**config.mk**
```make
export PLATFORM = sky130hd
export DESIGN_NAME = mem_pair_processor
export DESIGN_NICKNAME = d
export VERILOG_FILES = /design/src/rtl/mem_pair_processor.sv
export SDC_FILE = /design/constraint.sdc
export NUM_CORES = 1
export LEC_CHECK = 0
export ABC_AREA = 1
export CAP_MARGIN = 20
export CORE_MARGIN = 3
export CORE_UTILIZATION = 61
export CTS_BUF_LIST = sky130_fd_sc_hd__clkbuf_16
export CTS_CLUSTER_SIZE = 8
export DETAILED_ROUTE_END_ITERATION = 10
export MAX_ROUTING_LAYER = met4
export PLACE_DENSITY = 0.84
export SYNTH_ARGS = -nofsm -noshare
export SYNTH_HDL_FRONTEND = slang
export SYNTH_SLANG_ARGS = --single-unit
```
**constraint.sdc**
```tcl
create_clock -name clock -period 3.15 [get_ports clock]
set_input_delay 0.315 -clock clock [delete_from_list [all_inputs] [get_ports clock]]
set_output_delay 0.315 -clock clock [all_outputs]
set_load 0.01 [all_outputs]
```
**src/rtl/mem_pair_processor.sv**
```systemverilog
// mem_pair_processor: captures DEPTH_A streamed samples into memory A.
// It then folds each adjacent pair A[2k], A[2k+1] into B[k] using a
// selectable unsigned operation (add, absdiff, max, min).
// B is exposed through a registered read port. Init restarts the block
// without a reset.
module mem_pair_processor #(
  parameter int DATA_W   = 8,
  parameter int DEPTH_A  = 8,
  parameter int ADDR_A_W = $clog2(DEPTH_A),
  parameter int ADDR_B_W = ((DEPTH_A / 2) > 1) ? $clog2(DEPTH_A / 2) : 1
) (
  input  logic                clock,
  input  logic                Reset,
  input  logic                Init,
  input  logic [DATA_W-1:0]   DataInA,
  input  logic [1:0]          Mode,
  input  logic [ADDR_B_W-1:0] RdAddrB,
  output logic [DATA_W-1:0]   RdDataB,
  output logic                Busy,
  output logic                Done,
  output logic                Sat
);

  localparam logic [1:0] ST_READA = 2'd0;
  localparam logic [1:0] ST_PROC  = 2'd1;
  localparam logic [1:0] ST_HALT  = 2'd2;

  localparam logic [1:0] OP_ADD = 2'b00;
  localparam logic [1:0] OP_ABS = 2'b01;
  localparam logic [1:0] OP_MAX = 2'b10;
  localparam logic [1:0] OP_MIN = 2'b11;

  localparam int B_SLOTS = 1 << ADDR_B_W;
  localparam logic [ADDR_A_W-1:0] LAST_A = ADDR_A_W'(DEPTH_A - 1);
  localparam logic [ADDR_B_W-1:0] LAST_B = ADDR_B_W'(DEPTH_A / 2 - 1);

  logic [1:0]          state;
  logic [ADDR_A_W-1:0] cnt;
  logic [ADDR_B_W-1:0] pair_cnt;
  logic [1:0]          mode_q;

  logic [DATA_W-1:0] mem_a [DEPTH_A];
  logic [DATA_W-1:0] mem_b [B_SLOTS];

  logic [ADDR_A_W-1:0] idx_even;
  logic [ADDR_A_W-1:0] idx_odd;
  logic [DATA_W-1:0]   op_a;
  logic [DATA_W-1:0]   op_b;
  logic [DATA_W:0]     sum;
  logic [DATA_W-1:0]   op_res;
  logic                op_sat;

  // The pair being reduced always sits at A[2*pair_cnt] and the slot right after it.
  assign idx_even = ADDR_A_W'({pair_cnt, 1'b0});
  assign idx_odd  = idx_even + ADDR_A_W'(1);

  // Busy is forced low while reset is held, even if Init is already low.
  assign Busy = Reset && ((state == ST_PROC) || ((state == ST_READA) && !Init));
  assign Done = (state == ST_HALT);

  // Apply the operation latched at the end of capture to the current pair.
  always_comb begin
    op_a   = mem_a[idx_even];
    op_b   = mem_a[idx_odd];
    sum    = {1'b0, op_a} + {1'b0, op_b};
    op_res = '0;
    op_sat = 1'b0;
    case (mode_q)
      OP_ADD: begin
        if (sum[DATA_W]) begin
          op_res = '1;
          op_sat = 1'b1;
        end else begin
          op_res = sum[DATA_W-1:0];
        end
      end
      OP_ABS:  op_res = (op_a >= op_b) ? (op_a - op_b) : (op_b - op_a);
      OP_MAX:  op_res = (op_a >= op_b) ? op_a : op_b;
      OP_MIN:  op_res = (op_a <= op_b) ? op_a : op_b;
      default: op_res = '0;
    endcase
  end

  // Sequencer: capture into A, reduce pairs into B, then park in HALT until Init.
  always_ff @(posedge clock or negedge Reset) begin
    if (!Reset) begin
      state    <= ST_READA;
      cnt      <= '0;
      pair_cnt <= '0;
      mode_q   <= OP_ADD;
      Sat      <= 1'b0;
    end else begin
      case (state)
        ST_READA: begin
          if (Init) begin
            cnt <= '0;
          end else if (cnt == LAST_A) begin
            cnt    <= '0;
            mode_q <= Mode;
            state  <= ST_PROC;
          end else begin
            cnt <= cnt + ADDR_A_W'(1);
          end
        end
        ST_PROC: begin
          if (op_sat) begin
            Sat <= 1'b1;
          end
          if (pair_cnt == LAST_B) begin
            pair_cnt <= '0;
            state    <= ST_HALT;
          end else begin
            pair_cnt <= pair_cnt + ADDR_B_W'(1);
          end
        end
        ST_HALT: begin
          if (Init) begin
            state <= ST_READA;
            Sat   <= 1'b0;
          end
        end
        default: state <= ST_READA;
      endcase
    end
  end

  // Memory A has no reset; a new run always overwrites it from index 0.
  always_ff @(posedge clock) begin
    if ((state == ST_READA) && !Init) begin
      mem_a[cnt] <= DataInA;
    end
  end

  // Memory B is cleared by reset and written one pair result per PROC edge.
  always_ff @(posedge clock or negedge Reset) begin
    if (!Reset) begin
      for (int i = 0; i < B_SLOTS; i++) begin
        mem_b[i] <= '0;
      end
    end else if (state == ST_PROC) begin
      mem_b[pair_cnt] <= op_res;
    end
  end

  // Registered read port; a same-edge write is not forwarded, so the old value is returned.
  always_ff @(posedge clock or negedge Reset) begin
    if (!Reset) begin
      RdDataB <= '0;
    end else begin
      RdDataB <= mem_b[RdAddrB];
    end
  end

endmodule

```
==> summary.txt <==
STA
  – Peak Freq: ~330 MHz
  – Min Hold Slack: between 0.08 and 0.09 ns
  – Slew Limit Fails: 0
  – Crit path time final: 3.05 ns
  – Final Hold Vio Count: 0
  – Post-route clock period utilization: 0.968
  – Worst Clk Skew: 0.0111 ns
  – Setup-failing EPs final: 0
  – Setup ws final: ~0.10 ns
  – Rel. slew slack: 0.438
  – Worst-margin pin slew: between 0.8 and 0.9 ns

Worst setup path
  – Critical path arrival: roughly 3.4 ns
  – Worst r2r src: pair_cnt[0]$_DFFE_PN0P_
  – Worst-path fanout max: 31
  – Worst Setup SP: pair_cnt[0]$_DFFE_PN0P_
  – Capturing point of the worst reg2reg path: mem_b[31]$_DFFE_PN0P_
  – Setup crit end kind: register
  – R2r worst-path depth: 16
  – Crit path to: mem_b[31]$_DFFE_PN0P_
  – Critical path required time: 3.46 ns
  – Crit Path Category: reg2reg
  – Crit start category: register
  – Internal reg-to-reg setup slack: between 0.1 and 0.15 ns

Placement
  – PortBufs: 25
  – GPL Wtd Cong: approximately 0.95
  – Detail Placement HPWL: about 11000 microns
  – Worst slack at placement: -0.0903 ns
  – Placed Cells: just over 900

Floorplanning
  – Chip width: approximately 110 microns
  – Num ports: 26
  – Die area: 11800 sq um
  – Die Y: around 110 microns
  – Initial Utilization: 0.644
  – Area of the core: about 10000 sq um
  – Std-Cell Rows: 36

Detailed routing
  – Via/cell ratio: slightly below 6
  – DRC: 0
  – Detailed Route Iter0 Violations: between 400 and 500
  – Drt wl/cell: ~18 microns
  – Post-route ant nets: 0
  – Max Used Layer: met4
  – Routed length on met3: about 1200 microns
  – WL met2: approximately 8500 microns
  – Routed WL: ~17000 microns
  – Wire length on met1: between 6000 and 7000 microns
  – Vias: around 5400
  – Pre-Repair DR Iteration Count: 5

Clocking
  – Clk_lat worst skew: around 0.42 ns
  – CTS Sinks: between 100 and 150
  – CTS tree: done
  – Hold-fix buffers, CTS: 0
  – TritonCTS Buffers: 17
  – H-tree depth: 4
  – Max clock buf depth: 2
  – Reg clk slew, reported paths: ~0.06 ns
  – Root buf cell: clkbuf_16

Min path
  – Hold/Removal Path Class: in2async

Synth
  – Synth area leaders: edfxtp_1 (30%), dfrtp_1 (19%), nand2_1 (17%)
  – Sequential share of the synthesized area: 0.493
  – Warnings, synthesis: 0
  – Most instantiated cells after synthesis: nand2_1 (292), nand3_1 (73), inv_1 (67)
  – #FFs+latches synth: 114
  – Synth Area per Inst: ~8.5 sq um
  – Syn Std Cell Area: roughly 6400 sq um
  – Synth Instances: approximately 750
  – Top-area cell type share of the netlist area: 0.298
  – Yosys cell types: 37
  – EDFF count, synth: 64
  – Asr flop ratio synth: 0.439
  – Syn_nets: ~800
  – Area leader, netlist: edfxtp_1
  – Most frequent cell after synthesis: nand2_1
  – Top_reg_cell synth: edfxtp_1

Global routing
  – Vias in the first global route: approximately 5600
  – Initial antenna violation count: 0
  – Global-route wire length before repair: approximately 27000 microns
  – Largest net degree at the start of global routing: just over 50
  – Global-route usage over all layers: 0.314
  – GR Overflow Total: 0

Cells and area
  – Area grow syn2layout: 16.0%
  – Fill cell total of the finished layout: approximately 700
  – N_diodes: 0
  – Share of post-route cells with drive strength above 1: 0.136
  – Total Nets Final: between 800 and 900
  – Layout Cells excl Fill: 944

Status
  – Status: finished, final reports clean

Run
  – Max Cap Viol: 0
placed cells by master (no fill, tap or decap), types with 2 or more instances in the layout:
cell type,synthesis,final
nor2_4,3,3
xor2_1,6,6
nand4_4,2,2
clkdlybuf4s50_1,0,24
nand3_2,12,13
a21oi_1,10,10
a21oi_4,2,2
nand2_1,292,292
nand3_4,2,2
dfrtp_2,0,2
edfxtp_1,64,64
clkinv_2,0,5
ha_1,29,27
inv_2,6,5
nand2_2,20,20
fa_1,3,3
nand4_1,5,5
buf_4,2,15
nand3_1,73,73
clkinvlp_4,0,2
o21bai_1,2,2
inv_4,1,4
nor2_1,41,41
buf_12,1,2
nand4_2,4,4
o21ai_0,23,23
o22ai_1,9,9
inv_6,0,2
ha_2,0,2
clkbuf_16,0,19
dfrtp_1,50,48
inv_1,67,68
cell type report:
type	count	area [sq um]	share of cell area
inverters	75	292	0.0390
clock buffers	19	475	0.0636
repair buffers	43	409	0.0547
clock inverters	13	80.1	0.0107
flip-flops and latches	114	3180	0.425
multi-input cells	547	2880	0.385
well taps	133	166	0.0223
worst max-delay path: stages (launching register included):
cell	delay, ns
dfrtp_2	0.43
inv_2	0.08
buf_12	0.17
nand2_1	0.08
nand3_1	0.08
nand2_1	0.23
inv_1	0.10
ha_1	0.32
buf_4	0.18
nor2_1	0.08
and2_1	0.20
a21oi_4	0.35
nand3_1	0.20
nand2_1	0.13
nand3_2	0.14
nand2_1	0.10
nand2_1	0.06
registers in the layout (all words and copies together) (netlist names):
register	count
mem_a	64
mem_b	32
RdDataB	8
cnt	3
mode_q	2
pair_cnt	2
state	2
Sat	1
layer usage:
layer,track usage,up-vias
li1,-,2535
met3,0.0557,39
met1,0.375,2631
met5,-,-
met2,0.530,234
met4,0.129,0
metrics by stage:
stage               setup TNS [ns]  instance area [sq um]   util
CTS                              0                   7410  0.741
floorplan                        0                   6440      -
finish                           0                   7470  0.747
global route              -0.00374                   7470  0.747
detailed placement           -1.63                   6850  0.685
global placement                 0                   6850  0.685
logic make-up (layout without fill, tap and decap cells):
kind of cell,Yosys count,count (layout),synth area share
fa+ha+maj,32,32,0.0656
simple gates,460,461,0.326
buf+inv,94,150,0.0635
flops,114,114,0.493
xor+xnor,7,7,0.00952
compound gates,47,47,0.0429
worst min-delay path by stage:
stage | to | slack (ns)
detailed placement | mem_b[18]$_DFFE_PN0P_ | 0.46
global placement | mem_b[10]$_DFFE_PN0P_ | 0.46
floorplan | RdDataB[0]$_DFF_PN0_ | 0.02
CTS | mem_b[6]$_DFFE_PN0P_ | 0.10
finish | mem_b[20]$_DFFE_PN0P_ | 0.09
global route | mem_b[31]$_DFFE_PN0P_ | 0.14
timing repair:
action                     in CTS  in global routing
gates resized for setup         2                  7
setup endpoints to repair      32                 32
gates cloned                    0                  1
pin swaps                       0                  2
buffers inserted                0                  5
Power is not shown: default switching activity piles up to over one toggle a cycle in this logic, so the estimate is an artifact.
